===== src/rtl/fb_video_pkg.sv =====
// fb_video_pkg: shared pixel, timing-tap and scan-state types
// for the framebuffer scanout path.
package fb_video_pkg;

    typedef struct packed {
        logic [4:0] r;
        logic [5:0] g;
        logic [4:0] b;
    } rgb565_t;

    typedef struct packed {
        logic [7:0] r;
        logic [7:0] g;
        logic [7:0] b;
    } rgb888_t;

    typedef struct packed {
        logic de;
        logic hs;
        logic vs;
        logic win;
    } tap_t;

    typedef enum logic [1:0] {
        IDLE,
        WAIT_FRAME,
        RUN
    } scan_state_e;

    // MSB replication keeps full-scale 565 values at full-scale 888
    function automatic rgb888_t expand_565(rgb565_t p);
        rgb888_t o;
        o.r = {p.r, p.r[4:2]};
        o.g = {p.g, p.g[5:4]};
        o.b = {p.b, p.b[4:2]};
        return o;
    endfunction

endpackage


===== src/rtl/fb_scanout_timing.sv =====
// video_timing: free-running h/v counters with raw de/hs/vs/win
// terms, next-cycle window lookahead and a last-cycle-of-frame flag.
module video_timing #(
    parameter int H_ACTIVE  = 640,
    parameter int H_FP      = 16,
    parameter int H_SYNC    = 96,
    parameter int H_BP      = 48,
    parameter int V_ACTIVE  = 480,
    parameter int V_FP      = 10,
    parameter int V_SYNC    = 2,
    parameter int V_BP      = 33,
    parameter int FB_WIDTH  = 320,
    parameter int FB_HEIGHT = 240
) (
    input  logic clk_i,
    input  logic rst_ni,
    output logic de_o,
    output logic hs_o,
    output logic vs_o,
    output logic win_o,
    output logic win_nxt_o,
    output logic last_o
);
    localparam int H_TOTAL = H_ACTIVE + H_FP + H_SYNC + H_BP;
    localparam int V_TOTAL = V_ACTIVE + V_FP + V_SYNC + V_BP;
    localparam int HW = $clog2(H_TOTAL);
    localparam int VW = $clog2(V_TOTAL);

    logic [HW-1:0] h_q, h_d;
    logic [VW-1:0] v_q, v_d;
    logic          h_last, v_last;

    assign h_last = (h_q == HW'(H_TOTAL - 1));
    assign v_last = (v_q == VW'(V_TOTAL - 1));
    assign last_o = h_last && v_last;

    always_comb begin
        h_d = h_q + HW'(1);
        v_d = v_q;
        if (h_last) begin
            h_d = '0;
            v_d = v_last ? '0 : v_q + VW'(1);
        end
    end

    always_ff @(posedge clk_i or negedge rst_ni) begin
        if (!rst_ni) begin
            h_q <= '0;
            v_q <= '0;
        end else begin
            h_q <= h_d;
            v_q <= v_d;
        end
    end

    assign de_o = (h_q < HW'(H_ACTIVE)) && (v_q < VW'(V_ACTIVE));
    assign hs_o = (h_q >= HW'(H_ACTIVE + H_FP))
               && (h_q < HW'(H_ACTIVE + H_FP + H_SYNC));
    assign vs_o = (v_q >= VW'(V_ACTIVE + V_FP))
               && (v_q < VW'(V_ACTIVE + V_FP + V_SYNC));
    assign win_o = (h_q < HW'(FB_WIDTH)) && (v_q < VW'(FB_HEIGHT));
    assign win_nxt_o = (h_d < HW'(FB_WIDTH)) && (v_d < VW'(FB_HEIGHT));

endmodule


===== src/rtl/fb_scanout.sv =====
// fb_scanout: clk_pix-domain framebuffer consumer; pixel requests,
// latency-aligned sync/DE and RGB565 to RGB888 colour path.
module fb_scanout
    import fb_video_pkg::*;
#(
    parameter int          H_ACTIVE       = 640,
    parameter int          H_FP           = 16,
    parameter int          H_SYNC         = 96,
    parameter int          H_BP           = 48,
    parameter int          V_ACTIVE       = 480,
    parameter int          V_FP           = 10,
    parameter int          V_SYNC         = 2,
    parameter int          V_BP           = 33,
    parameter int          FB_WIDTH       = 320,
    parameter int          FB_HEIGHT      = 240,
    parameter logic        SYNC_POL       = 1'b0,
    parameter int          STREAM_LATENCY = 2,
    parameter logic [15:0] BORDER_COLOR   = 16'h0000
) (
    input  logic        clk_pix,
    input  logic        reset_n_i,
    input  logic        enable_i,
    output logic        frame_start_o,
    output logic        stream_ena_o,
    input  logic [15:0] stream_data_i,
    output logic        vga_hsync_o,
    output logic        vga_vsync_o,
    output logic        vga_de_o,
    output logic [7:0]  vga_r_o,
    output logic [7:0]  vga_g_o,
    output logic [7:0]  vga_b_o
);
    logic raw_de, raw_hs, raw_vs, raw_win;
    logic win_nxt, last;

    video_timing #(
        .H_ACTIVE (H_ACTIVE),
        .H_FP     (H_FP),
        .H_SYNC   (H_SYNC),
        .H_BP     (H_BP),
        .V_ACTIVE (V_ACTIVE),
        .V_FP     (V_FP),
        .V_SYNC   (V_SYNC),
        .V_BP     (V_BP),
        .FB_WIDTH (FB_WIDTH),
        .FB_HEIGHT(FB_HEIGHT)
    ) u_timing (
        .clk_i    (clk_pix),
        .rst_ni   (reset_n_i),
        .de_o     (raw_de),
        .hs_o     (raw_hs),
        .vs_o     (raw_vs),
        .win_o    (raw_win),
        .win_nxt_o(win_nxt),
        .last_o   (last)
    );

    scan_state_e state_q, state_d;

    // state only moves on the last cycle of a frame, except arming from IDLE
    always_comb begin
        state_d = state_q;
        unique case (state_q)
            IDLE:       if (enable_i) state_d = WAIT_FRAME;
            WAIT_FRAME: if (last) state_d = enable_i ? RUN : IDLE;
            RUN:        if (last && !enable_i) state_d = IDLE;
            default:    state_d = IDLE;
        endcase
    end

    logic ena_q, ena_d;
    logic fs_q, fs_d;

    assign ena_d = win_nxt && (state_d == RUN);
    assign fs_d  = last && (state_d == RUN);

    tap_t                      tap_in;
    tap_t                      tail;
    tap_t [STREAM_LATENCY-1:0] dly_q, dly_d;

    assign tap_in = '{
        de:  raw_de,
        hs:  raw_hs,
        vs:  raw_vs,
        win: raw_win && (state_q == RUN)
    };

    always_comb begin
        dly_d    = dly_q;
        dly_d[0] = tap_in;
        for (int i = 1; i < STREAM_LATENCY; i++) begin
            dly_d[i] = dly_q[i-1];
        end
    end

    assign tail = dly_q[STREAM_LATENCY-1];

    rgb565_t pix;

    always_comb begin
        pix = '0;
        priority case (1'b1)
            tail.win: pix = stream_data_i;
            tail.de:  pix = BORDER_COLOR;
            default:  pix = '0;
        endcase
    end

    logic    de_q, hsync_q, vsync_q;
    rgb888_t rgb_q;

    always_ff @(posedge clk_pix or negedge reset_n_i) begin
        if (!reset_n_i) begin
            state_q <= IDLE;
            ena_q   <= 1'b0;
            fs_q    <= 1'b0;
            dly_q   <= '0;
            de_q    <= 1'b0;
            hsync_q <= ~SYNC_POL;
            vsync_q <= ~SYNC_POL;
            rgb_q   <= '0;
        end else begin
            state_q <= state_d;
            ena_q   <= ena_d;
            fs_q    <= fs_d;
            dly_q   <= dly_d;
            de_q    <= tail.de;
            hsync_q <= tail.hs ? SYNC_POL : ~SYNC_POL;
            vsync_q <= tail.vs ? SYNC_POL : ~SYNC_POL;
            rgb_q   <= expand_565(pix);
        end
    end

    assign frame_start_o = fs_q;
    assign stream_ena_o  = ena_q;
    assign vga_de_o      = de_q;
    assign vga_hsync_o   = hsync_q;
    assign vga_vsync_o   = vsync_q;
    assign vga_r_o       = rgb_q.r;
    assign vga_g_o       = rgb_q.g;
    assign vga_b_o       = rgb_q.b;

endmodule

===== config.mk =====
export PLATFORM = sky130hd
export DESIGN_NAME = fb_scanout
export DESIGN_NICKNAME = d
export VERILOG_FILES = /design/src/rtl/fb_video_pkg.sv /design/src/rtl/fb_scanout_timing.sv /design/src/rtl/fb_scanout.sv
export SDC_FILE = /design/constraint.sdc
export NUM_CORES = 1
export LEC_CHECK = 0
export ABC_CLOCK_PERIOD_IN_PS = 2100
export CORE_ASPECT_RATIO = 1.1
export CORE_UTILIZATION = 45
export CTS_CLUSTER_DIAMETER = 80
export DETAILED_ROUTE_END_ITERATION = 16
export PLACE_DENSITY = 0.75
export SETUP_SLACK_MARGIN = 0.3
export SLEW_MARGIN = 10
export SYNTH_ARGS = -nofsm -noshare
export SYNTH_HDL_FRONTEND = slang
export SYNTH_SLANG_ARGS = --single-unit

===== constraint.sdc =====
create_clock -name clk_pix -period 2.1 [get_ports clk_pix]
set_input_delay 0.525 -clock clk_pix [delete_from_list [all_inputs] [get_ports clk_pix]]
set_output_delay 0.525 -clock clk_pix [all_outputs]
set_load 0.05 [all_outputs]

## Word-level counts from Yosys, hierarchy flattened

Cells that the tools add are included.

- Bits in registers: 59
- Bits in latches: 0
- RAM bits: 0
- ROM bits: 0
- Bits of input ports: 19
- Word-level logic and storage cells: 59
- Memories kept: 0

- Add/sub/neg operators: 2
- Multiply operators: 0
- Div/mod/pow operators: 0
- Magnitude comparators: 10
- Equal/unequal tests: 5
- Shifts and indexed selects: 0
- Muxes and demuxes: 11
- Bitwise logic cells: 0
- Reduce and logical (&&, ||, !) cells: 12

Operator list:

| operator | number |
|---|---|
| $lt 10x9->1 const B | 4 |
| $mux 10 | 3 |
| $add 10x1->10 const B | 2 |
| $eq 10x10->1 const B | 2 |
| $lt 10x10->1 const B | 2 |
| $lt 10x8->1 const B | 2 |
| $mux 16 | 1 |
| $ge 10x10->1 const B | 1 |
| $ge 10x9->1 const B | 1 |
| $logic_and 1x1->1 | 10 |
| $mux 2 | 4 |
| $pmux 2 s3 | 1 |
| $eq 2x2->1 const B | 2 |
| $eq 2x1->1 const B | 1 |
| $logic_not 2->1 | 1 |
| $mux 1 | 2 |
| $logic_not 1->1 | 1 |

## Depth between registers and ports, before layout

- Depth in word-level cells: 7
- Gate-level depth with buffers: 8
- Depth with buffers taken out: 8

## Cells and area by module

A second synthesis with hierarchy kept.

- Cells, all modules: 199
- Area total of the unflattened synthesis: 2209.6 um^2

Modules (own cells, without submodules):

| module | times used | cells each | area each (um^2) | sequential area each (um^2) |
|---|---|---|---|---|
| video_timing | 1 | 130 | 1193.6 | 500.5 |
| fb_scanout | 1 | 69 | 1016.0 | 778.2 |

## Worst setup path after synthesis

Ideal clock, no wire load.

- Path type: register -> register
- Start: register u_timing.h_q[0]
- End: register ena_q, in the netlist stream_ena_o
- Arrival time: 1.891 ns
- Required time: 1.979 ns
- Slack: 0.088 ns
- Cell stages (with the launch flop): 9
- Path buffers: 1
- Clock period less this slack: 2.012 ns
- Cells stage by stage: dfrtp_1 > ha_1 > nand4_2 > or3_1 > buf_2 > nor3_4 > xor2_2 > nand4_1 > and4bb_1

- Elaborated cells on any way between the ends: 14
- Classes of those cells: add/sub: 1; order compare: 2; eq/ne: 2; mux: 5; reduce/logical: 4

RTL lines:

| element | RTL line | source |
|---|---|---|
| start: declaration | fb_scanout_timing.sv:29 | `logic [HW-1:0] h_q, h_d;` |
| start signal: assignment | fb_scanout_timing.sv:48 | `h_q <= '0;` |
| start signal: assignment | fb_scanout_timing.sv:51 | `h_q <= h_d;` |
| $eq 10x10->1 | fb_scanout_timing.sv:33 | `assign h_last = (h_q == HW'(H_TOTAL - 1));` |
| $mux 10 | fb_scanout_timing.sv:40 | `if (h_last) begin` |
| via u_timing.v_d[5] | fb_scanout_timing.sv:30 | `logic [VW-1:0] v_q, v_d;` |
| $lt 10x8->1 | fb_scanout_timing.sv:62 | `assign win_nxt_o = (h_d < HW'(FB_WIDTH)) && (v_d < VW'(FB_HEIGHT));` |
| $logic_and 1x1->1 | fb_scanout_timing.sv:62 |  |
| $logic_and 1x1->1 | fb_scanout.sv:74 | `assign ena_d = win_nxt && (state_d == RUN);` |
| via ena_d | fb_scanout.sv:71 | `logic ena_q, ena_d;` |
| end signal: assignment | fb_scanout.sv:124 | `ena_q <= ena_d;` |
| end: declaration | fb_scanout.sv:71 |  |

The timed path passes the listed nets, and every way through them passes these cells.

## Worst setup path in the final report

- Start: register u_timing.v_q[0]
- End: register ena_q, in the netlist stream_ena_o

- Longest elaborated chain between the ends: 7
- Elaborated cells on any way between the ends: 13
- Classes of those cells: add/sub: 1; order compare: 1; eq/ne: 2; mux: 5; reduce/logical: 4

Ends and longest elaborated chain:

| element | RTL line | source |
|---|---|---|
| start: declaration | fb_scanout_timing.sv:30 |  |
| start signal: assignment | fb_scanout_timing.sv:52 | `v_q <= v_d;` |
| $eq 10x10->1 * | fb_scanout_timing.sv:34 | `assign v_last = (v_q == VW'(V_TOTAL - 1));` |
| $logic_and 1x1->1 * | fb_scanout_timing.sv:35 | `assign last_o = h_last && v_last;` |
| $logic_and 1x1->1 | fb_scanout.sv:66 | `RUN: if (last && !enable_i) state_d = IDLE;` |
| $mux 2 | fb_scanout.sv:66 |  |
| $pmux 2 s3 * | fb_scanout.sv:63 | `unique case (state_q)` |
| via state_d[1] | fb_scanout.sv:58 | `scan_state_e state_q, state_d;` |
| $eq 2x2->1 * | fb_scanout.sv:74 |  |
| $logic_and 1x1->1 * | fb_scanout.sv:74 |  |
| via ena_d | fb_scanout.sv:71 |  |

Mark *: on every way through the listed nets, which the timed path passes. The rest lies on a longest branch.

==> impl_metrics.env <==
export IMPL_status="finished clean"
export IMPL_wl_per_cell_um=13.8
export IMPL_synthFlopType="dfrtp_1"
export IMPL_cts_tree="built"
export IMPL_synth_top_family_by_area="simple AND/OR/NAND/NOR gates"
export IMPL_cp_slowest_stage_delay_ps=540
export IMPL_final_util=0.657
export IMPL_htree_levels=2
export IMPL_crit_slowest_cell="or4_4"
export IMPL_grt_max_degree=25
export IMPL_syn_nets=206
export IMPL_setup_viol=0
export IMPL_yosysWarnings=0
export IMPL_power_density_nw_per_um2=558
export IMPL_io_pins=48
export IMPL_r2r_slack_ps=150
export IMPL_clkTransAtPathRegs_ps=90
export IMPL_die_area_um2=5030
export IMPL_dieWidth_um=67.7
export IMPL_grt_util_all_layers=0.168
export IMPL_ys_types=39
export IMPL_synth_cells=183
export IMPL_cts_max_path_buffers=2
export IMPL_cp_num_buf_inv=1
export IMPL_final_nets=273
export IMPL_io_buffers=47
export IMPL_antennaDiodeCount=0
export IMPL_drt_total_wl_mm=4.22
export IMPL_core_um2=4440
export IMPL_post_synth_instance_area_um2=2140
export IMPL_cp_end_kind="flop"
export IMPL_route_vias_total=1513
export IMPL_rsz0062_at_grt="true"
export IMPL_grt_overflow_total=0
export IMPL_final_area_um2=2920
export IMPL_pwr_share_seq=0.603
export IMPL_synthSimpleGateAreaFrac=0.204
export IMPL_irDropWorstVdd_mv=0.235
export IMPL_ant_nets=0
export IMPL_syn_mean_instance_area_um2=11.7
export IMPL_grt_pass1_vias=1311
export IMPL_path_cells="inv_2 -> ha_4 -> nand4_1 -> or4_4 -> nor2_4 -> nand3_1 -> nand2_1 -> and4bb_1"
export IMPL_internal_power_uw=1280
export IMPL_via_per_inst=4.96
export IMPL_die_h_um=74.3
export IMPL_post_route_cells_drive_above_1_share=0.231
export IMPL_r2r_cells=8
export IMPL_synthMuxAreaShare=0
export IMPL_async_reset_ff_frac=1.00
export IMPL_worstSkewPairLatency_ps=300
export IMPL_finalHoldViolations=0
export IMPL_synth_xor_area_share=0.0649
export IMPL_drtIter0Drc=117
export IMPL_finalCritPeriodShare=0.927
export IMPL_timing_rr_end="stream_ena_o"
export IMPL_clk_root_buffer_cell="clkbuf_8"
export IMPL_dr_pass1_iters=4
export IMPL_numCtsBuffers=5
export IMPL_hpwl_mm=2.84
export IMPL_place_congestion=0.841
export IMPL_worstMarginPinSlew_ps=504
export IMPL_critPathTopFamily="simple AND/OR/NAND/NOR gates"
export IMPL_start_util=0.482
export IMPL_max_slew_margin_rel=0.665
export IMPL_synth_edf_count=0
export IMPL_max_cap_violations=0
export IMPL_skew_ps=4.91
export IMPL_power_frac_clock=0.364
export IMPL_p_sw_uw=347
export IMPL_required_ps=2340
export IMPL_finalCriticalPeriod_ps=1950
export IMPL_areaGrowthSynthToFinish_pct=36.5
export IMPL_remaining_drc_errors=0
export IMPL_numClockSinks=51
export IMPL_tns_ps=0
export IMPL_yosys_area_share_adder=0.0234
export IMPL_r2r_start="u_timing.v_q[0]"
export IMPL_slew_violations=0
export IMPL_startpoint_type="flop"
export IMPL_max_freq_mhz=514
export IMPL_critPathMaxFanout=5
export IMPL_grt_pass1_wl_mm=6.22
export IMPL_ys_ff_latch=51
export IMPL_antenna_found_initial=0
export IMPL_core_rowCount=25
export IMPL_cp_arrival_ps=2190
export IMPL_ys_seq_area_frac=0.598
export IMPL_p_leak_uw=0.00147
export IMPL_place_area_um2=2680
export IMPL_crit_type="flop to flop"
export IMPL_synth_compound_area_frac=0.0532
export IMPL_fillers=331
export IMPL_cp_startpoint="u_timing.v_q[0]"
export IMPL_comb_power_share=0.033
export IMPL_cts_hold_buf=0
export IMPL_power_switching_share=0.213
export IMPL_hp_class="input port to async pin"
worst max path at each step:
| stage | to | slack, ps | depth (start not counted) |
|---|---|---|---|
| final | stream_ena_o | 150 | 8 |
| after global routing | stream_ena_o | 80 | 7 |
| after CTS | stream_ena_o | 130 | 8 |
| after detailed placement | stream_ena_o | 40 | 7 |
| after global placement | stream_ena_o | 120 | 7 |
| after floorplan | stream_ena_o | 190 | 8 |
cell type report:
type,count,area (um2),share of cell area
clock buffers,6,82.6,0.0283
clock inverters,2,16.3,0.00557
well taps,54,67.6,0.0231
multi-input cells,110,810,0.277
inverters,9,33.8,0.0116
repair buffers,73,629,0.216
flip-flops and latches,51,1280,0.439
power groups by stage:
stage	Clock (uW)	Sequential [uW]	Combinational [uW]
final	593	981	53.5
after global routing	649	982	60.0
after CTS	613	981	55.6
after detailed placement	0	1000	55.2
after global placement	0	1000	54.7
after floorplan	0	1000	0.445
cell families (layout without fill, tap and decap cells):
group                    after synthesis  in the layout
XOR/XNOR                              15             15
AND/OR/NAND/NOR                       75             75
flip-flops                            51             51
adder cells (fa/ha/maj)                4              4
buffers and inverters                 22             90
AO/OA/AOI/OAI                         16             16
timing repair:
item	CTS	global route
gates resized for setup	28	16
endpoints found under the hold margin	0	0
setup buffers	0	15
pin swaps	0	9
cloned	0	0
setup endpoints to repair	33	10
synthesized netlist by cell type, types with 2 or more instances:
cell type  number  area (um2)
nand2_1         5        18.8
o31ai_1         2        15.0
xor2_1          7        61.3
or3_1           2        12.5
inv_1           9        33.8
o211ai_1        2        15.0
ha_1            4        50.1
clkbuf_1        3        11.3
nor2_1         12        45.0
and3_1          3        18.8
o21ai_0         4        20.0
nand3_1        11        55.1
dfrtp_1        49        1230
nand4_1         6        37.5
xnor2_1         7        61.3
o21a_1          2        15.0
dfstp_2         2        52.6
buf_4           8        60.1
and2_1         19         119
nor3_1          5        25.0
nor2b_1         3        18.8
metal layers:
metal | routed length [um] | GRT usage | vias to the layer above
met5 | 0 | 0 | -
met4 | 77 | 0.0567 | 0
met3 | 328 | 0.0475 | 11
met2 | 1950 | 0.255 | 63
met1 | 1860 | 0.231 | 696
li1 | - | - | 743
layout by cell type (no fill, tap or decap), types with 3 or more instances in the layout:
| master | count |
|---|---|
| dfrtp_1 | 47 |
| nor2b_1 | 3 |
| and2_1 | 18 |
| inv_1 | 7 |
| dlygate4sd2_1 | 27 |
| xor2_1 | 7 |
| nand4_1 | 6 |
| o21ai_0 | 4 |
| and3_1 | 3 |
| nand2_1 | 5 |
| nor2_1 | 10 |
| clkdlybuf4s50_1 | 17 |
| clkbuf_8 | 6 |
| nor3_1 | 3 |
| nand3_1 | 11 |
| xnor2_1 | 7 |
| buf_4 | 26 |
worst reg2reg max path, stage by stage (launching register included):
cell	delay (ps)
dfrtp_1	410
inv_2	100
ha_4	120
nand4_1	100
or4_4	540
nor2_4	200
nand3_1	110
nand2_1	100
and4bb_1	200
flip-flops by register name, indices dropped and copies added, names as in the netlist:
name           cells
u_timing.h_q      10
u_timing.v_q      10
vga_g_o            6
vga_b_o            5
vga_r_o            5
dly_d              4
dly_q              4
state_q            2
frame_start_o      1
stream_ena_o       1
vga_de_o           1
vga_hsync_o        1
vga_vsync_o        1
per-stage QoR:
stage	std cells	power (uW)	setup WS, ps	hold slack (ps)
6_report	305	1630	154	116
5_1_grt	305	1690	83.5	121
3_5_place_dp	282	1060	42.8	336
2_1_floorplan	183	1000	191	229
3_3_place_gp	282	1060	115	332
4_1_cts	290	1650	128	123
No activity file was read; power rests on OpenSTA's default activity.
